--- config.mk ---
export PLATFORM = sky130hd
export DESIGN_NAME = div_unit
export DESIGN_NICKNAME = d
export VERILOG_FILES = /design/src/rtl/div_unit.sv
export SDC_FILE = /design/constraint.sdc
export NUM_CORES = 1
export LEC_CHECK = 0
export BUFFER_PORTS_ARGS = -buffer_cell sky130_fd_sc_hd__buf_2
export CAP_MARGIN = 20
export CORE_ASPECT_RATIO = 1.1
export CORE_MARGIN = 3
export CORE_UTILIZATION = 50
export DETAILED_ROUTE_END_ITERATION = 10
export PLACE_DENSITY = 0.77
export SETUP_SLACK_MARGIN = 0.15
export SYNTH_ARGS = -nofsm -noshare
export SYNTH_HDL_FRONTEND = slang
export SYNTH_SLANG_ARGS = --single-unit
--- constraint.sdc ---
create_clock -name clk -period 6.2 [get_ports clk]
set_input_delay 1.55 -clock clk [delete_from_list [all_inputs] [get_ports clk]]
set_output_delay 1.55 -clock clk [all_outputs]
set_load 0.02 [all_outputs]
--- src/rtl/div_unit.sv ---
// ---------------------------------------------------------------------------
// div_unit -- iterative radix-2 restoring integer divider (MIPS DIV/DIVU)
//
// Computes quotient (LO) and remainder (HI) of a_i / b_i over WIDTH cycles.
// The signed form divides magnitudes and then fixes the signs: the quotient
// sign is a^b and the remainder takes the dividend's sign.
// Divide by zero skips the iteration and returns LO = all ones, HI = a_i.
//
// Handshake: a request is accepted on a rising edge where the unit is IDLE
// and start_i & ~annul_i is high. stall_o stays high from the request cycle
// until the last iteration. ready_o pulses for the single DONE cycle, during
// which hi_o/lo_o carry the new result. Outside DONE, hi_o/lo_o show the
// previous result. annul_i abandons a request in IDLE or BUSY. It has no
// effect in DONE.
//
// Ports
//   clk       in   1      rising-edge clock
//   rst       in   1      synchronous active-high reset
//   start_i   in   1      request a divide
//   signed_i  in   1      1 = signed (DIV), 0 = unsigned (DIVU)
//   annul_i   in   1      flush/exception: abandon request or in-flight divide
//   a_i       in   WIDTH  dividend
//   b_i       in   WIDTH  divisor
//   stall_o   out  1      pipeline hold while the divide is pending
//   ready_o   out  1      one-cycle result-valid pulse
//   hi_o      out  WIDTH  remainder
//   lo_o      out  WIDTH  quotient
// ---------------------------------------------------------------------------
module div_unit #(
  parameter int WIDTH = 32
) (
  input  logic             clk,
  input  logic             rst,
  input  logic             start_i,
  input  logic             signed_i,
  input  logic             annul_i,
  input  logic [WIDTH-1:0] a_i,
  input  logic [WIDTH-1:0] b_i,
  output logic             stall_o,
  output logic             ready_o,
  output logic [WIDTH-1:0] hi_o,
  output logic [WIDTH-1:0] lo_o
);

  localparam int CW = (WIDTH > 1) ? $clog2(WIDTH) : 1;
  localparam logic [CW-1:0] LAST_COUNT = CW'(WIDTH - 1);

  typedef enum logic [1:0] {
    IDLE = 2'd0,
    BUSY = 2'd1,
    DONE = 2'd2
  } state_t;

  // State register kept in a named enum so checkers can bind to it.
  state_t state_q, state_d;

  logic [CW-1:0]    count_q, count_d;
  logic [WIDTH-1:0] q_q, q_d;      // dividend/quotient shift register
  logic [WIDTH-1:0] rem_q, rem_d;  // partial remainder
  logic [WIDTH-1:0] b_q, b_d;      // divisor magnitude
  logic             qs_q, qs_d;    // negate quotient at the end
  logic             rs_q, rs_d;    // negate remainder at the end
  logic             div0_q, div0_d;
  logic [WIDTH-1:0] hi_q, hi_d;    // last delivered result
  logic [WIDTH-1:0] lo_q, lo_d;

  logic             accept;
  logic [WIDTH-1:0] a_mag;
  logic [WIDTH-1:0] b_mag;
  logic [WIDTH:0]   rem_shift;
  logic [WIDTH:0]   rem_sub;
  logic             rem_ge;
  logic [WIDTH-1:0] res_lo;
  logic [WIDTH-1:0] res_hi;

  // Magnitudes are only taken for signed requests. The negation wraps
  // modulo 2^WIDTH, so the most negative dividend keeps its bit pattern and
  // is then treated as an unsigned magnitude.
  always_comb begin
    a_mag = (signed_i && a_i[WIDTH-1]) ? -a_i : a_i;
    b_mag = (signed_i && b_i[WIDTH-1]) ? -b_i : b_i;
  end

  // One restoring step. The shifted remainder is held on WIDTH+1 bits. A
  // divisor magnitude above 2^(WIDTH-1) can leave a partial remainder with
  // its top bit set, and that bit must survive the shift.
  always_comb begin
    rem_shift = {rem_q, q_q[WIDTH-1]};
    rem_sub   = rem_shift - {1'b0, b_q};
    rem_ge    = (rem_shift >= {1'b0, b_q});
  end

  // For divide by zero, q_q holds the raw dividend instead of its magnitude.
  always_comb begin
    if (div0_q) begin
      res_lo = '1;
      res_hi = q_q;
    end else begin
      res_lo = qs_q ? -q_q : q_q;
      res_hi = rs_q ? -rem_q : rem_q;
    end
  end

  assign accept = start_i & ~annul_i;

  always_comb begin
    state_d = state_q;
    count_d = count_q;
    q_d     = q_q;
    rem_d   = rem_q;
    b_d     = b_q;
    qs_d    = qs_q;
    rs_d    = rs_q;
    div0_d  = div0_q;
    hi_d    = hi_q;
    lo_d    = lo_q;

    case (state_q)
      IDLE: begin
        if (accept) begin
          qs_d    = signed_i & (a_i[WIDTH-1] ^ b_i[WIDTH-1]);
          rs_d    = signed_i & a_i[WIDTH-1];
          b_d     = b_mag;
          rem_d   = '0;
          count_d = '0;
          if (b_i == '0) begin
            q_d     = a_i;
            div0_d  = 1'b1;
            state_d = DONE;
          end else begin
            q_d     = a_mag;
            div0_d  = 1'b0;
            state_d = BUSY;
          end
        end
      end

      BUSY: begin
        if (annul_i) begin
          state_d = IDLE;
        end else begin
          rem_d   = rem_ge ? rem_sub[WIDTH-1:0] : rem_shift[WIDTH-1:0];
          q_d     = {q_q[WIDTH-2:0], rem_ge};
          count_d = count_q + 1'b1;
          if (count_q == LAST_COUNT) begin
            state_d = DONE;
          end
        end
      end

      DONE: begin
        hi_d    = res_hi;
        lo_d    = res_lo;
        state_d = IDLE;
      end

      default: begin
        state_d = IDLE;
      end
    endcase
  end

  always_ff @(posedge clk) begin
    if (rst) begin
      state_q <= IDLE;
      count_q <= '0;
      q_q     <= '0;
      rem_q   <= '0;
      b_q     <= '0;
      qs_q    <= 1'b0;
      rs_q    <= 1'b0;
      div0_q  <= 1'b0;
      hi_q    <= '0;
      lo_q    <= '0;
    end else begin
      state_q <= state_d;
      count_q <= count_d;
      q_q     <= q_d;
      rem_q   <= rem_d;
      b_q     <= b_d;
      qs_q    <= qs_d;
      rs_q    <= rs_d;
      div0_q  <= div0_d;
      hi_q    <= hi_d;
      lo_q    <= lo_d;
    end
  end

  // The result appears during DONE itself. The held copy covers all other
  // states, so the outputs never move while BUSY.
  always_comb begin
    ready_o = (state_q == DONE);
    stall_o = ((state_q == IDLE) & accept) | (state_q == BUSY);
    hi_o    = (state_q == DONE) ? res_hi : hi_q;
    lo_o    = (state_q == DONE) ? res_lo : lo_q;
  end

endmodule

Yosys cells after proc, flatten, opt, wreduce, memory -nomap -nowiden
Index checks and enable logic that the tools add are counted.
{ "word_totals": {"regBits": 170, "latchBits": 0, "mem_bits_rw": 0, "mem_bits_ro": 0, "in_bits": 69, "output_inout_bits": 66, "elab_cells": 63, "mem_count": 0} }
{ "op_classes": {"add_sub_neg": 6, "n_mul": 0, "n_div": 0, "order_cmp": 1, "n_eq_ne": 6, "shifts": 0, "mux": 25, "bitwise_logic": 7, "n_reduce_logical": 8} }
{ "op_table": {"columns": ["op", "count"], "rows": [
  ["$mux W32", 14],
  ["$neg A32 Y32", 4],
  ["$pmux W32 S2", 2],
  ["$ge A33 B32 Y1", 1],
  ["$logic_not A32 Y1", 1],
  ["$sub A32 B32 Y32", 1],
  ["$mux W5", 2],
  ["$pmux W5 S2", 1],
  ["$mux W2", 4],
  ["$add A5 B1 Y5 const B", 1],
  ["$eq A5 B5 Y1 const B", 1],
  ["$and A1 B1 Y1", 4],
  ["$ne A2 B2 Y1 const B", 2],
  ["$pmux W2 S2", 1],
  ["$reduce_and A2 Y1", 2],
  ["$ne A3 B3 Y1 const B", 1],
  ["$reduce_and A3 Y1", 1],
  ["$eq A2 B1 Y1 const B", 1],
  ["$eq A2 B2 Y1 const B", 1],
  ["$logic_and A1 B1 Y1", 2],
  ["$logic_not A2 Y1", 1],
  ["$reduce_bool A2 Y1", 1],
  ["$mux W1", 1],
  ["$not A1 Y1", 1],
  ["other kinds (2)", 2]
]} }

Logic depth before layout (Yosys ltp)
{ "depth": {"ltp_word": 5, "depth_mapped": 13, "mapped_depth_nobuf": 12} }

Worst setup path after synthesis
Ideal clock, no wire load.
{ "synth_path": {"kind": "flip-flop to output port", "startpoint": "reg rem_q[10]", "endpoint": "out hi_o[31]", "arrival_ns": 2.745, "required_ns": 4.650, "setup_slack_ns": 1.905, "path_stages_with_launch": 9, "n_path_buf": 1, "cell_sequence": "dfxtp_1 > or4_4 > or4_4 > or4_1 > buf_6 > o31ai_4 > xnor2_1 > nor2_1 > o21ai_1"} }
{ "synth_between": {"elab_chain_len": 4} }
{ "synth_lines": {"columns": ["item", "line", "rtl"], "rows": [
  ["start, declared", "59", "logic [WIDTH-1:0] rem_q, rem_d;"],
  ["start signal, assigned", "179", "rem_q <= rem_d;"],
  ["$neg A32 Y32", "100", "res_hi = rs_q ? -rem_q : rem_q;"],
  ["$mux W32", "100", null],
  ["$mux W32", "95", "if (div0_q) begin"],
  ["$mux W32", null, null],
  ["end, declared", "41", "output logic [WIDTH-1:0] hi_o,"]
]} }
No other way between the ends.

Worst setup path after layout
{ "layout_path": {"startpoint": "reg rem_q[10]", "endpoint": "out hi_o[21]"} }
Same word-level chain as after synthesis.

==> reports/results.md <==
## Floorplan
* 149 um — horizontal die dimension
* 135 — number of placed I/O pins
* 0.0242 sq mm — DIE AREA
* 51.7% — Starting Density
* 56 — num rows
* 0.0217 sq mm — area of the core region
* 163 um — Die H

## Routing
* 33.2 mm — final wirelength
* 0 — antenna violation net count after detailed routing
* 1031 — Initial DRC Count
* 5.98 — vias per inst
* 5 — number of iterations in the first detailed-routing pass
* 0 — Residual DRC
* 18.2 um — routed wire length per instance
* 10900 — via count

## Worst setup path
* flip-flop to output pin — critical setup path kind
* flip-flop — CP startpoint kind
* simple AND/OR/NAND/NOR gates — delay-heaviest family, CP
* 9 — Crit. path cell count
* sky130_fd_sc_hd__or4_1 — standard cell with the maximum stage delay on the critical path
* output pin — CP Capture Type
* 1 — Buf/Inv on CP
* 11 — Worst Reg2Reg Path Length in Cells
* 4.65 ns — critical path data required time
* or4_4 > or4_4 > or4_1 > o31ai_1 > xor2_1 > nand2_1 > o211ai_1 > nand2_1 > buf_2 — Critical Path, Cell by Cell
* 3.61 ns — CP Data Arrival Time
* 0.71 ns — largest stage delay on the critical path
* 7 — largest fanout on the critical path

## Status
* completed — status

## Job
* 0 — maximum capacitance violations

## Yosys
* sky130_fd_sc_hd__dfxtp_1 — dominant synthesized flop cell
* 7.70 sq um — average footprint of a synthesized cell
* 1454 — cell count after synthesis
* 0% — proportion of synthesized flip-flops having asynchronous set or reset
* 0 — number of warnings printed during yosys synthesis
* 1562 — syn_nets
* 0 — EDFF count, synth
* 0.0112 sq mm — summed instance area of the synthesized netlist
* sky130_fd_sc_hd__dfxtp_1 — library cell occupying the most area in the post-synthesis netlist
* 30.4% — part of the Yosys area used for sequential elements
* 30.4% — share of Yosys cell area claimed by the top area cell type
* sky130_fd_sc_hd__dfxtp_1, sky130_fd_sc_hd__xnor2_1, sky130_fd_sc_hd__nand2_1, sky130_fd_sc_hd__xor2_1, sky130_fd_sc_hd__o21ai_0 — cell types with the largest area share after synthesis
* 170 — number of flip-flops and latches in the synthesized netlist
* 68 — Yosys cell types

## STA
* no — RSZ-0062 raised after global routing
* 0 ns — Final TNS setup
* 0 — hold violation total from the final report
* 36.3% — tightest slew margin relative to the limit
* 5.16 ns — crit path time final
* 0.956 ns — actual transition at the worst max-transition pin
* 194 MHz — highest clock frequency the design can meet
* 0.0174 ns — Fin Clk Skew
* 0 — endpoints failing setup
* 83.3% — Period Utilization, post-route
* 0 — final count of pins violating max slew
* 0.451 ns — worst hold slack

## Pwr
* 0.00272 W — total power after layout
* 5.12 nW — Lkg Pwr
* 0.000157 V — peak supply drop
* 216 mW/mm^2 — power per standard cell area

## Cells and area
* 2022 — Filler cells
* 1632 — # nets final
* 1827 — final cell count without fillers
* 0.00724 sq mm — multi-input logic area
* 13.5% — share of final-layout standard cells stronger than drive strength 1
* 12.6% — area grow syn2layout
* 0.00340 sq mm — combined flip-flop and latch cell area
* 0 — # diodes

## Clocking
* 170 — TritonCTS Sinks
* sky130_fd_sc_hd__clkbuf_16 — CTS root buf
* 0 — hold buffers post-CTS
* 4 — number of levels the H-tree was split into
* 2 — Bufs on Longest Clock Path
* 17 — number of buffers inserted during clock tree synthesis
* 0.44 ns — clock latency at the later pin of the worst-skew pair
* 0.06 ns — clk slew on worst S/H paths
* 0 — number of resized instances in the post-cts repair step
* done — TritonCTS clock tree
* 0 — Post-CTS Setup Bufs

## Hold path
* 2 — Worst Hold Path Cells
* flip-flop to flip-flop — path class of the lowest-slack min-delay path

## Place
* 1792 — Post-Place Cells
* 134 — PortBufs
* 24.8 mm — DP Wirelength
* 0.938 — RePlAce Congestion

## Global route
* 26.4% — all-layer global routing usage
* 90 — largest net degree at the start of global routing
* 51.7 mm — first-pass GRT wire length
* 0 — initial antenna violation count
* 0 — residual overflow from global routing
* 9704 — vias in the first global route

-- power by group --
| group | total, W | switching (W) | internal (W) | leakage [nW] |
|---|---|---|---|---|
| clock network | 0.00108 | 0.000480 | 0.000602 | 0.284 |
| logic | 0.000477 | 0.000293 | 0.000184 | 3.46 |
| registers | 0.00116 | 0.0000430 | 0.00112 | 1.38 |
-- worst paths after layout --
| path | from | to | slack [ns] |
|---|---|---|---|
| hold / removal | b_q[31] | b_q[31] | 0.45 |
| setup reg to reg | b_q[3] | rem_q[23] | 2.94 |
| setup / recovery | rem_q[10] | hi_o[21] | 1.04 |
| hold reg to reg | b_q[31] | b_q[31] | 0.45 |
-- cell type report --
cell class / instances / area share (%)
well taps: 290 / 2.88
inverters: 54 / 1.61
clock buffers: 18 / 3.40
clock inverters: 14 / 1.25
repair buffers: 149 / 6.43
flip-flops and latches: 170 / 27.0
multi-input cells: 1132 / 57.4
-- cell usage in the layout (no fill, tap or decap), types with 22 or more instances in the layout --
| master | n |
|---|---|
| sky130_fd_sc_hd__a211oi_1 | 32 |
| sky130_fd_sc_hd__a21oi_1 | 111 |
| sky130_fd_sc_hd__a22oi_1 | 32 |
| sky130_fd_sc_hd__buf_2 | 134 |
| sky130_fd_sc_hd__dfxtp_1 | 170 |
| sky130_fd_sc_hd__ha_1 | 38 |
| sky130_fd_sc_hd__inv_1 | 52 |
| sky130_fd_sc_hd__mux2i_1 | 22 |
| sky130_fd_sc_hd__nand2_1 | 169 |
| sky130_fd_sc_hd__nor2_1 | 113 |
| sky130_fd_sc_hd__nor2b_1 | 59 |
| sky130_fd_sc_hd__o21ai_0 | 113 |
| sky130_fd_sc_hd__o31ai_1 | 26 |
| sky130_fd_sc_hd__xnor2_1 | 75 |
| sky130_fd_sc_hd__xor2_1 | 72 |
-- state kept, by name, summed over array words and instances, names as in the netlist --
name / count
rs_q: 1
div0_q: 1
state_q: 2
q_q: 32
qs_q: 1
count_q: 5
b_q: 32
rem_q: 32
hi_q: 32
lo_q: 32
-- synthesized netlist by cell type, drive strengths merged, types with 16 or more instances --
| master | count |
|---|---|
| a22oi | 32 |
| ha | 38 |
| inv | 53 |
| or3 | 17 |
| o21ai | 116 |
| mux2i | 22 |
| xor2 | 72 |
| xnor2 | 75 |
| a31oi | 20 |
| nor2 | 115 |
| nand2 | 169 |
| nor3 | 20 |
| clkbuf | 82 |
| a21oi | 111 |
| a211oi | 32 |
| o31ai | 31 |
| nand3 | 19 |
| buf | 16 |
| dfxtp | 170 |
| nor2b | 60 |
-- worst min-delay path, cell delays in order (launching register included) --
cell and delay, ns:
sky130_fd_sc_hd__dfxtp_1 0.31, sky130_fd_sc_hd__nand2_1 0.05, sky130_fd_sc_hd__a21oi_1 0.05
-- metal layers --
metal  global-route usage (%)  share of wire [%]  wire length [um]  vias to the layer above
met5                        0                  0                 0                        -
met4                     9.37                3.0               986                        0
met3                     4.26                8.1              2700                       65
met2                     40.9                 45             14900                      421
met1                     37.3                 44             14600                     5085
li1                         -                  -                 -                     5351
-- metrics by stage --
step | util, % | area [sq um] | setup WS, ns
floorplan | - | 11200 | 1.90
global placement | 55.3 | 12000 | 1.43
detailed placement | 55.3 | 12000 | 1.35
CTS | 58.0 | 12600 | 0.880
global route | 58.2 | 12600 | 0.832
finish | 58.2 | 12600 | 1.04
-- cells by family (layout without fill, tap and decap cells) --
| group | after synthesis | after routing | share of synthesized area (%) |
|---|---|---|---|
| flops | 170 | 170 | 30.4 |
| buf+inv | 152 | 235 | 5.27 |
| fa+ha+maj | 39 | 39 | 4.42 |
| mux | 22 | 22 | 1.97 |
| compound gates | 449 | 449 | 26.0 |
| xor+xnor | 147 | 147 | 11.5 |
| simple gates | 475 | 475 | 20.5 |
(Power assumes the default switching activity.)
